### config.mk
export PLATFORM = sky130hd
export DESIGN_NAME = fp_add_normalize_round_flat
export DESIGN_NICKNAME = d
export VERILOG_FILES = /design/src/rtl/fp_add_normalize_round_if.sv /design/src/rtl/fp_add_normalize_round.sv /design/src/flat_wrapper.sv
export SDC_FILE = /design/constraint.sdc
export NUM_CORES = 1
export LEC_CHECK = 0
export BUFFER_PORTS_ARGS = -buffer_cell sky130_fd_sc_hd__buf_4
export CAP_MARGIN = 20
export CORE_ASPECT_RATIO = 1.25
export CORE_UTILIZATION = 49
export DETAILED_ROUTE_END_ITERATION = 12
export GPL_TIMING_DRIVEN = 0
export PLACE_DENSITY = 0.69
export SLEW_MARGIN = 20
export SYNTH_ARGS = -nofsm -noshare
export SYNTH_HDL_FRONTEND = slang
export SYNTH_SLANG_ARGS = --single-unit
### constraint.sdc
create_clock -name CLK -period 5.1 [get_ports CLK]
set_clock_uncertainty 0.05 [all_clocks]
set_input_delay 0 -clock CLK [delete_from_list [all_inputs] [get_ports CLK]]
set_output_delay 0 -clock CLK [all_outputs]
set_load 0.1 [all_outputs]
### src/rtl/fp_add_normalize_round_if.sv
// Handshake bundle between the adder datapath, this normalize/round stage and its consumer.
// The stage connects through the slave modport; the producer/consumer side uses master.
interface fp_add_normalize_round_if;
    logic        in_valid;
    logic        in_ready;
    logic        in_sign;
    logic [7:0]  in_exp;
    logic [24:0] in_mant;
    logic [2:0]  in_grs;
    logic        out_valid;
    logic        out_ready;
    logic [31:0] out_result;
    logic        out_overflow;
    logic        out_underflow;

    modport master (
        output in_valid, in_sign, in_exp, in_mant, in_grs, out_ready,
        input  in_ready, out_valid, out_result, out_overflow, out_underflow
    );

    modport slave (
        input  in_valid, in_sign, in_exp, in_mant, in_grs, out_ready,
        output in_ready, out_valid, out_result, out_overflow, out_underflow
    );
endinterface

### src/rtl/fp_add_normalize_round.sv
// Normalize-and-round stage for the single-precision adder: takes the raw sum, exponent and
// GRS bits, left/right normalizes in bounded steps, rounds to nearest-even and flags over/underflow.
module fp_add_normalize_round #(
    parameter int SHIFT_STEP = 4,
    parameter int EXP_W      = 10
) (
    input  logic                      CLK,
    input  logic                      nRST,
    fp_add_normalize_round_if.slave   bus
);
    typedef enum logic [1:0] {
        S_IDLE,
        S_NORM,
        S_ROUND,
        S_DONE
    } state_t;

    localparam logic [4:0]              C_STEP    = 5'(SHIFT_STEP);
    localparam logic signed [EXP_W-1:0] C_ONE     = EXP_W'(1);
    localparam logic signed [EXP_W-1:0] C_EXP_MAX = EXP_W'(255);

    state_t                  r_state, w_state_nxt;
    logic [27:0]             r_w, w_w_nxt;
    logic signed [EXP_W-1:0] r_exp, w_exp_nxt;
    logic                    r_sign, w_sign_nxt;
    logic [31:0]             r_result, w_result_nxt;
    logic                    r_ovf, w_ovf_nxt;
    logic                    r_unf, w_unf_nxt;

    logic [4:0]              w_lz;
    logic [4:0]              w_sh;
    logic [EXP_W-1:0]        w_sh_ext;
    logic signed [EXP_W-1:0] w_exp_shl;
    logic                    w_round_up;
    logic [24:0]             w_rounded;
    logic signed [EXP_W-1:0] w_exp_rnd;
    logic [22:0]             w_frac_rnd;

    // Distance from bit 26 down to the highest set bit of the lower 27 bits (27 when all zero).
    function automatic logic [4:0] f_lzc(input logic [26:0] v);
        logic [4:0] lz;
        lz = 5'd27;
        for (int i = 0; i < 27; i++) begin
            if (v[i]) lz = 5'(26 - i);
        end
        return lz;
    endfunction

    assign w_lz      = f_lzc(r_w[26:0]);
    assign w_sh      = (w_lz < C_STEP) ? w_lz : C_STEP;
    assign w_sh_ext  = EXP_W'(w_sh);
    assign w_exp_shl = r_exp - $signed(w_sh_ext);

    // Ties-to-even: guard set and anything else set below it, or an odd LSB.
    assign w_round_up = r_w[2] & (r_w[1] | r_w[0] | r_w[3]);
    assign w_rounded  = {1'b0, r_w[26:3]} + {24'd0, w_round_up};
    assign w_exp_rnd  = w_rounded[24] ? (r_exp + C_ONE) : r_exp;
    assign w_frac_rnd = w_rounded[24] ? w_rounded[23:1] : w_rounded[22:0];

    always_comb begin
        // NOTE: every next-state value defaults to its register so no path infers a latch.
        w_state_nxt  = r_state;
        w_w_nxt      = r_w;
        w_exp_nxt    = r_exp;
        w_sign_nxt   = r_sign;
        w_result_nxt = r_result;
        w_ovf_nxt    = r_ovf;
        w_unf_nxt    = r_unf;

        unique case (r_state)
            S_IDLE: begin
                if (bus.in_valid) begin
                    w_w_nxt     = {bus.in_mant, bus.in_grs};
                    w_exp_nxt   = $signed({{(EXP_W-8){1'b0}}, bus.in_exp});
                    w_sign_nxt  = bus.in_sign;
                    w_state_nxt = S_NORM;
                end
            end

            S_NORM: begin
                if (r_w[27:3] == 25'd0) begin
                    w_result_nxt = 32'h0;
                    w_ovf_nxt    = 1'b0;
                    w_unf_nxt    = 1'b0;
                    w_state_nxt  = S_DONE;
                end else if (r_w[27]) begin
                    w_w_nxt      = {1'b0, r_w[27:1]};
                    w_w_nxt[0]   = r_w[1] | r_w[0];
                    w_exp_nxt    = r_exp + C_ONE;
                    w_state_nxt  = S_ROUND;
                end else if (r_w[26]) begin
                    w_state_nxt  = S_ROUND;
                end else if (w_exp_shl < C_ONE) begin
                    w_result_nxt = {r_sign, 31'h0};
                    w_ovf_nxt    = 1'b0;
                    w_unf_nxt    = 1'b1;
                    w_state_nxt  = S_DONE;
                end else begin
                    w_w_nxt      = r_w << w_sh;
                    w_exp_nxt    = w_exp_shl;
                    w_state_nxt  = (w_lz == w_sh) ? S_ROUND : S_NORM;
                end
            end

            S_ROUND: begin
                w_ovf_nxt = 1'b0;
                w_unf_nxt = 1'b0;
                if (w_exp_rnd >= C_EXP_MAX) begin
                    w_result_nxt = {r_sign, 8'hFF, 23'h0};
                    w_ovf_nxt    = 1'b1;
                end else if (w_exp_rnd < C_ONE) begin
                    w_result_nxt = {r_sign, 31'h0};
                    w_unf_nxt    = 1'b1;
                end else begin
                    w_result_nxt = {r_sign, w_exp_rnd[7:0], w_frac_rnd};
                end
                w_exp_nxt   = w_exp_rnd;
                w_state_nxt = S_DONE;
            end

            S_DONE: begin
                if (bus.out_ready) begin
                    w_ovf_nxt   = 1'b0;
                    w_unf_nxt   = 1'b0;
                    w_state_nxt = S_IDLE;
                end
            end

            default: w_state_nxt = S_IDLE;
        endcase
    end

    // NOTE: sequential state uses non-blocking assignments so every register sees pre-edge values.
    always_ff @(posedge CLK) begin
        if (!nRST) begin
            r_state  <= S_IDLE;
            r_result <= 32'h0;
            r_ovf    <= 1'b0;
            r_unf    <= 1'b0;
            // NOTE: the working registers are cleared too so stale operands never reappear after reset.
            r_w      <= '0;
            r_exp    <= '0;
            r_sign   <= 1'b0;
        end else begin
            r_state  <= w_state_nxt;
            r_result <= w_result_nxt;
            r_ovf    <= w_ovf_nxt;
            r_unf    <= w_unf_nxt;
            r_w      <= w_w_nxt;
            r_exp    <= w_exp_nxt;
            r_sign   <= w_sign_nxt;
        end
    end

    assign bus.in_ready      = (r_state == S_IDLE);
    assign bus.out_valid     = (r_state == S_DONE);
    assign bus.out_result    = r_result;
    assign bus.out_overflow  = r_ovf;
    assign bus.out_underflow = r_unf;
endmodule
### src/flat_wrapper.sv
// flat-port wrapper written by rule: the top's interface ports become plain ports
module fp_add_normalize_round_flat 
#(
    parameter int SHIFT_STEP = 4,
    parameter int EXP_W      = 10
)
  (CLK, nRST, bus_in_valid, bus_in_sign, bus_in_exp, bus_in_mant, bus_in_grs, bus_out_ready, bus_in_ready, bus_out_valid, bus_out_result, bus_out_overflow, bus_out_underflow);
  fp_add_normalize_round_if bus_i ();
  input  logic CLK;
  input  logic nRST;
  input wire logic [$bits(bus_i.in_valid)-1:0] bus_in_valid;
  input wire logic [$bits(bus_i.in_sign)-1:0] bus_in_sign;
  input wire logic [$bits(bus_i.in_exp)-1:0] bus_in_exp;
  input wire logic [$bits(bus_i.in_mant)-1:0] bus_in_mant;
  input wire logic [$bits(bus_i.in_grs)-1:0] bus_in_grs;
  input wire logic [$bits(bus_i.out_ready)-1:0] bus_out_ready;
  output wire logic [$bits(bus_i.in_ready)-1:0] bus_in_ready;
  output wire logic [$bits(bus_i.out_valid)-1:0] bus_out_valid;
  output wire logic [$bits(bus_i.out_result)-1:0] bus_out_result;
  output wire logic [$bits(bus_i.out_overflow)-1:0] bus_out_overflow;
  output wire logic [$bits(bus_i.out_underflow)-1:0] bus_out_underflow;
  assign bus_i.in_valid = bus_in_valid;
  assign bus_i.in_sign = bus_in_sign;
  assign bus_i.in_exp = bus_in_exp;
  assign bus_i.in_mant = bus_in_mant;
  assign bus_i.in_grs = bus_in_grs;
  assign bus_i.out_ready = bus_out_ready;
  assign bus_in_ready = bus_i.in_ready;
  assign bus_out_valid = bus_i.out_valid;
  assign bus_out_result = bus_i.out_result;
  assign bus_out_overflow = bus_i.out_overflow;
  assign bus_out_underflow = bus_i.out_underflow;
  fp_add_normalize_round #(.SHIFT_STEP(SHIFT_STEP), .EXP_W(EXP_W)) u_core (.CLK(CLK), .nRST(nRST), .bus(bus_i));
endmodule
==> results.cfg <==
[synthesis]
syn_nets = 841
netlist_area_mm2 = 0.00598
yosysSeqAreaShare_pct = 25.1
yosys_warnings = 0
synthCells = 789
synth_ff_type = dfxtp_1
ys_types = 80
ys_ff_latch = 75
synth_area_leaders = dfxtp_1 (25%), mux2i_1 (6.7%), nand2_1 (5.0%)
syn_avg_cell_area_um2 = 7.58
async_reset_ff_share_pct = 0
synth_edf_count = 0
yosysTopAreaCellShare_pct = 25.1
yosysTopAreaCell = dfxtp_1

[global_route]
grt_antenna_before_repair = 0
grt_max_degree = 16
grt_overflow_total = 0
track_usage_pct = 37.9
grt_pass1_vias = 6702
grt_pass1_wl_um = 36500

[cts]
cts_root_buf = clkbuf_16
cts_sinks = 75
htreeDepth = 3
cts.path.max_buffers = 2
worstSkewPairLatency_ns = 0.35
cts_made_buffers = 9
cts_tree = done
clkTransAtPathRegs_ns = 0.07

[sta]
setup_viol = 0
finalSetupTns_ns = 0
final-hold-violation-count = 0
drv_slew = 0
finalCritPeriodShare_pct = 95.9
tightest_slew_ns = 1.07
relSlewSlack_pct = 28.3
fmax_ghz = 0.205
final.min_clock_period_ns = 4.89
fin_hold_ws_ns = 0.00789
rsz0062_at_grt = no

[final_layout]
finish.utilization_pct = 63.2
nNetsFinal = 961
nFillCells = 1086
area_growth_pct = 24.0
final_cells = 1075
drive_above_1_share_pct = 16.0
num_antenna_cells = 0

[place]
placed_cells = 1025
hpwl_um = 17300
io_buffers = 75
gp_congestion = 0.953

[detailed_routing]
drt-wirelength-per-cell_um = 22.1
drt-pass1-iter-count = 5
via_per_inst = 6.43
drt-initial-drc-count = 539
drt_wl_total_um = 23700
wl_met3_um = 1530
vias = 6908
drt-met1-wl_um = 8820
met2_length_um = 11600
ant_nets = 0
highest_layer = met4
drcViolationCount = 0

[pwr]
internal_power_mw = 2.19
ir_drop_mv = 0.274
power.switching_mw = 2.47
power_frac_seq_pct = 18.2
power_frac_comb_pct = 67.0
leakage_nw = 2.80
p_sw_share_pct = 53.0
clkPwrFrac_pct = 14.9
power_density_mw_per_mm2 = 628
p_total_mw = 4.66

[worst_setup_path]
cp_cell_sequence = clkbuf_1, nor2_1, a21boi_1, inv_1, ha_1, and3b_4, or4_4, or3b_4, a2111oi_4, buf_4, o22ai_2, nand2_1, buf_2, o32ai_1
required_ns = 5.27
path_max_fanout = 14
max_stage_delay_ns = 0.49
critPathArrivalTime_ns = 5.05
start_kind = register
critical-path-slowest-cell = or4_4
path_class = reg -> reg
cp-end-kind = register

[floorplan]
coreArea_mm2 = 0.0117
die_w_um = 101
pin_count = 77
initial_core_util_pct = 51.0
dieArea_mm2 = 0.0126
die_h_um = 125
num_rows = 44

[outcome]
status = completed

[worst_hold_path]
hp-class = in -> reg

[run]
max_cap_viol_count = 0
stage by stage:
step	setup WS (ns)	area, um2
2_1_floorplan	0.999	5980
3_3_place_gp	-0.0507	6740
3_5_place_dp	-0.0418	6750
4_1_cts	0.109	7410
5_1_grt	0.0633	7410
6_report	0.211	7410
logic make-up after synthesis:
kind of cell,Yosys count,share of synthesized area (%)
simple gates,283,23.3
compound gates,224,28.0
buf+inv,115,8.14
flops,75,25.1
mux,44,7.64
xor+xnor,36,5.28
fa+ha+maj,11,2.43
other cells,1,0.0627
cell usage in the layout (no fill, tap or decap), types with 9 or more instances in the layout:
master,n
o311a_1,14
and3_1,11
clkbuf_16,9
dfxtp_1,75
nand2_1,79
buf_2,19
o31ai_1,15
inv_1,34
nand3_1,44
nor3_1,14
nand4_1,11
nor2_1,65
clkbuf_1,46
ha_1,10
nor4_1,12
buf_4,76
o32ai_1,20
dlygate4sd3_1,34
a21oi_1,42
o41ai_1,11
o22ai_1,18
mux2i_1,40
xnor2_1,29
o211ai_1,9
o21ai_0,23
flip-flops by register name, summed over array words and instances, names as in the netlist, named ones only:
signal,flops
u_core.bus.out_underflow,1
u_core.r_sign,1
u_core.r_w,28
u_core.bus.out_overflow,1
u_core.bus.out_result,32
u_core.r_exp,10
u_core.r_state,1
final cells by class:
class                   count  area (um2)  area share [%]
multi-input cells         599        4000            54.0
flip-flops and latches     75        1500            20.3
repair buffers            110         911            12.3
plain buffers              78         350            4.73
clock buffers               9         225            3.04
well taps                 161         201            2.72
inverters                  36         135            1.82
clock inverters             7        82.6            1.11
power groups by stage:
| stage | Sequential (mW) | Combinational, mW | Clock [mW] |
|---|---|---|---|
| after floorplan | 0.851 | 2.15 | 0 |
| after global routing | 0.855 | 3.33 | 0.721 |
| after detailed placement | 0.848 | 2.97 | 0 |
| final | 0.845 | 3.12 | 0.693 |
| after CTS | 0.834 | 3.02 | 0.695 |
| after global placement | 0.842 | 2.93 | 0 |
worst paths after layout:
kind                                                              from                                     end  slack, ns  cells past startpoint
worst max-delay path                       u_core.r_w[26]$_SDFFE_PN0P_             u_core.r_w[12]$_SDFFE_PN0P_       0.21                     14
worst min-delay path                                     bus_in_exp[5]            u_core.r_exp[5]$_SDFFE_PN0P_      0.008                      3
worst max register to register             u_core.r_w[26]$_SDFFE_PN0P_             u_core.r_w[12]$_SDFFE_PN0P_       0.21                     14
worst min register to register  u_core.bus.out_result[26]$_SDFFE_PN0P_  u_core.bus.out_result[26]$_SDFFE_PN0P_       0.40                      2
metal layers:
metal / GRT usage, % / up-vias
met5: 0 / -
met4: 28.5 / 0
met3: 5.20 / 103
met2: 63.8 / 371
met1: 42.8 / 3261
li1: - / 3173
cell usage after synthesis (9+ instances only):
cell and n:
nand2_1 79, dfxtp_1 75, nor2_1 65, clkbuf_1 49, nand3_1 44, a21oi_1 43
mux2i_1 40, inv_1 34, xnor2_1 29, o21ai_0 23, o32ai_1 20, buf_2 19
o22ai_1 18, o31ai_1 16, nor3_1 14, o311a_1 14, nor4_1 13, and3_1 11
nand4_1 11, o41ai_1 11, ha_1 10, o211ai_1 9
critical path, delay by kind of cell (launching register included):
family	cells	cell delay, ns
compound gates	4	0.99
fa+ha+maj	1	0.41
buf+inv	4	1.14
simple gates	5	1.81
flops	1	0.34
repair_timing:
| action | CTS | global route |
|---|---|---|
| endpoints found under the setup margin | 28 | 60 |
| pin swaps | 1 | 0 |
| hold buffers | 34 | 0 |
| setup buffers | 1 | 0 |
| endpoints found under the hold margin | 32 | 0 |
| cloned | 0 | 0 |
| resized for setup | 1 | 6 |
(Power assumes the default switching activity.)
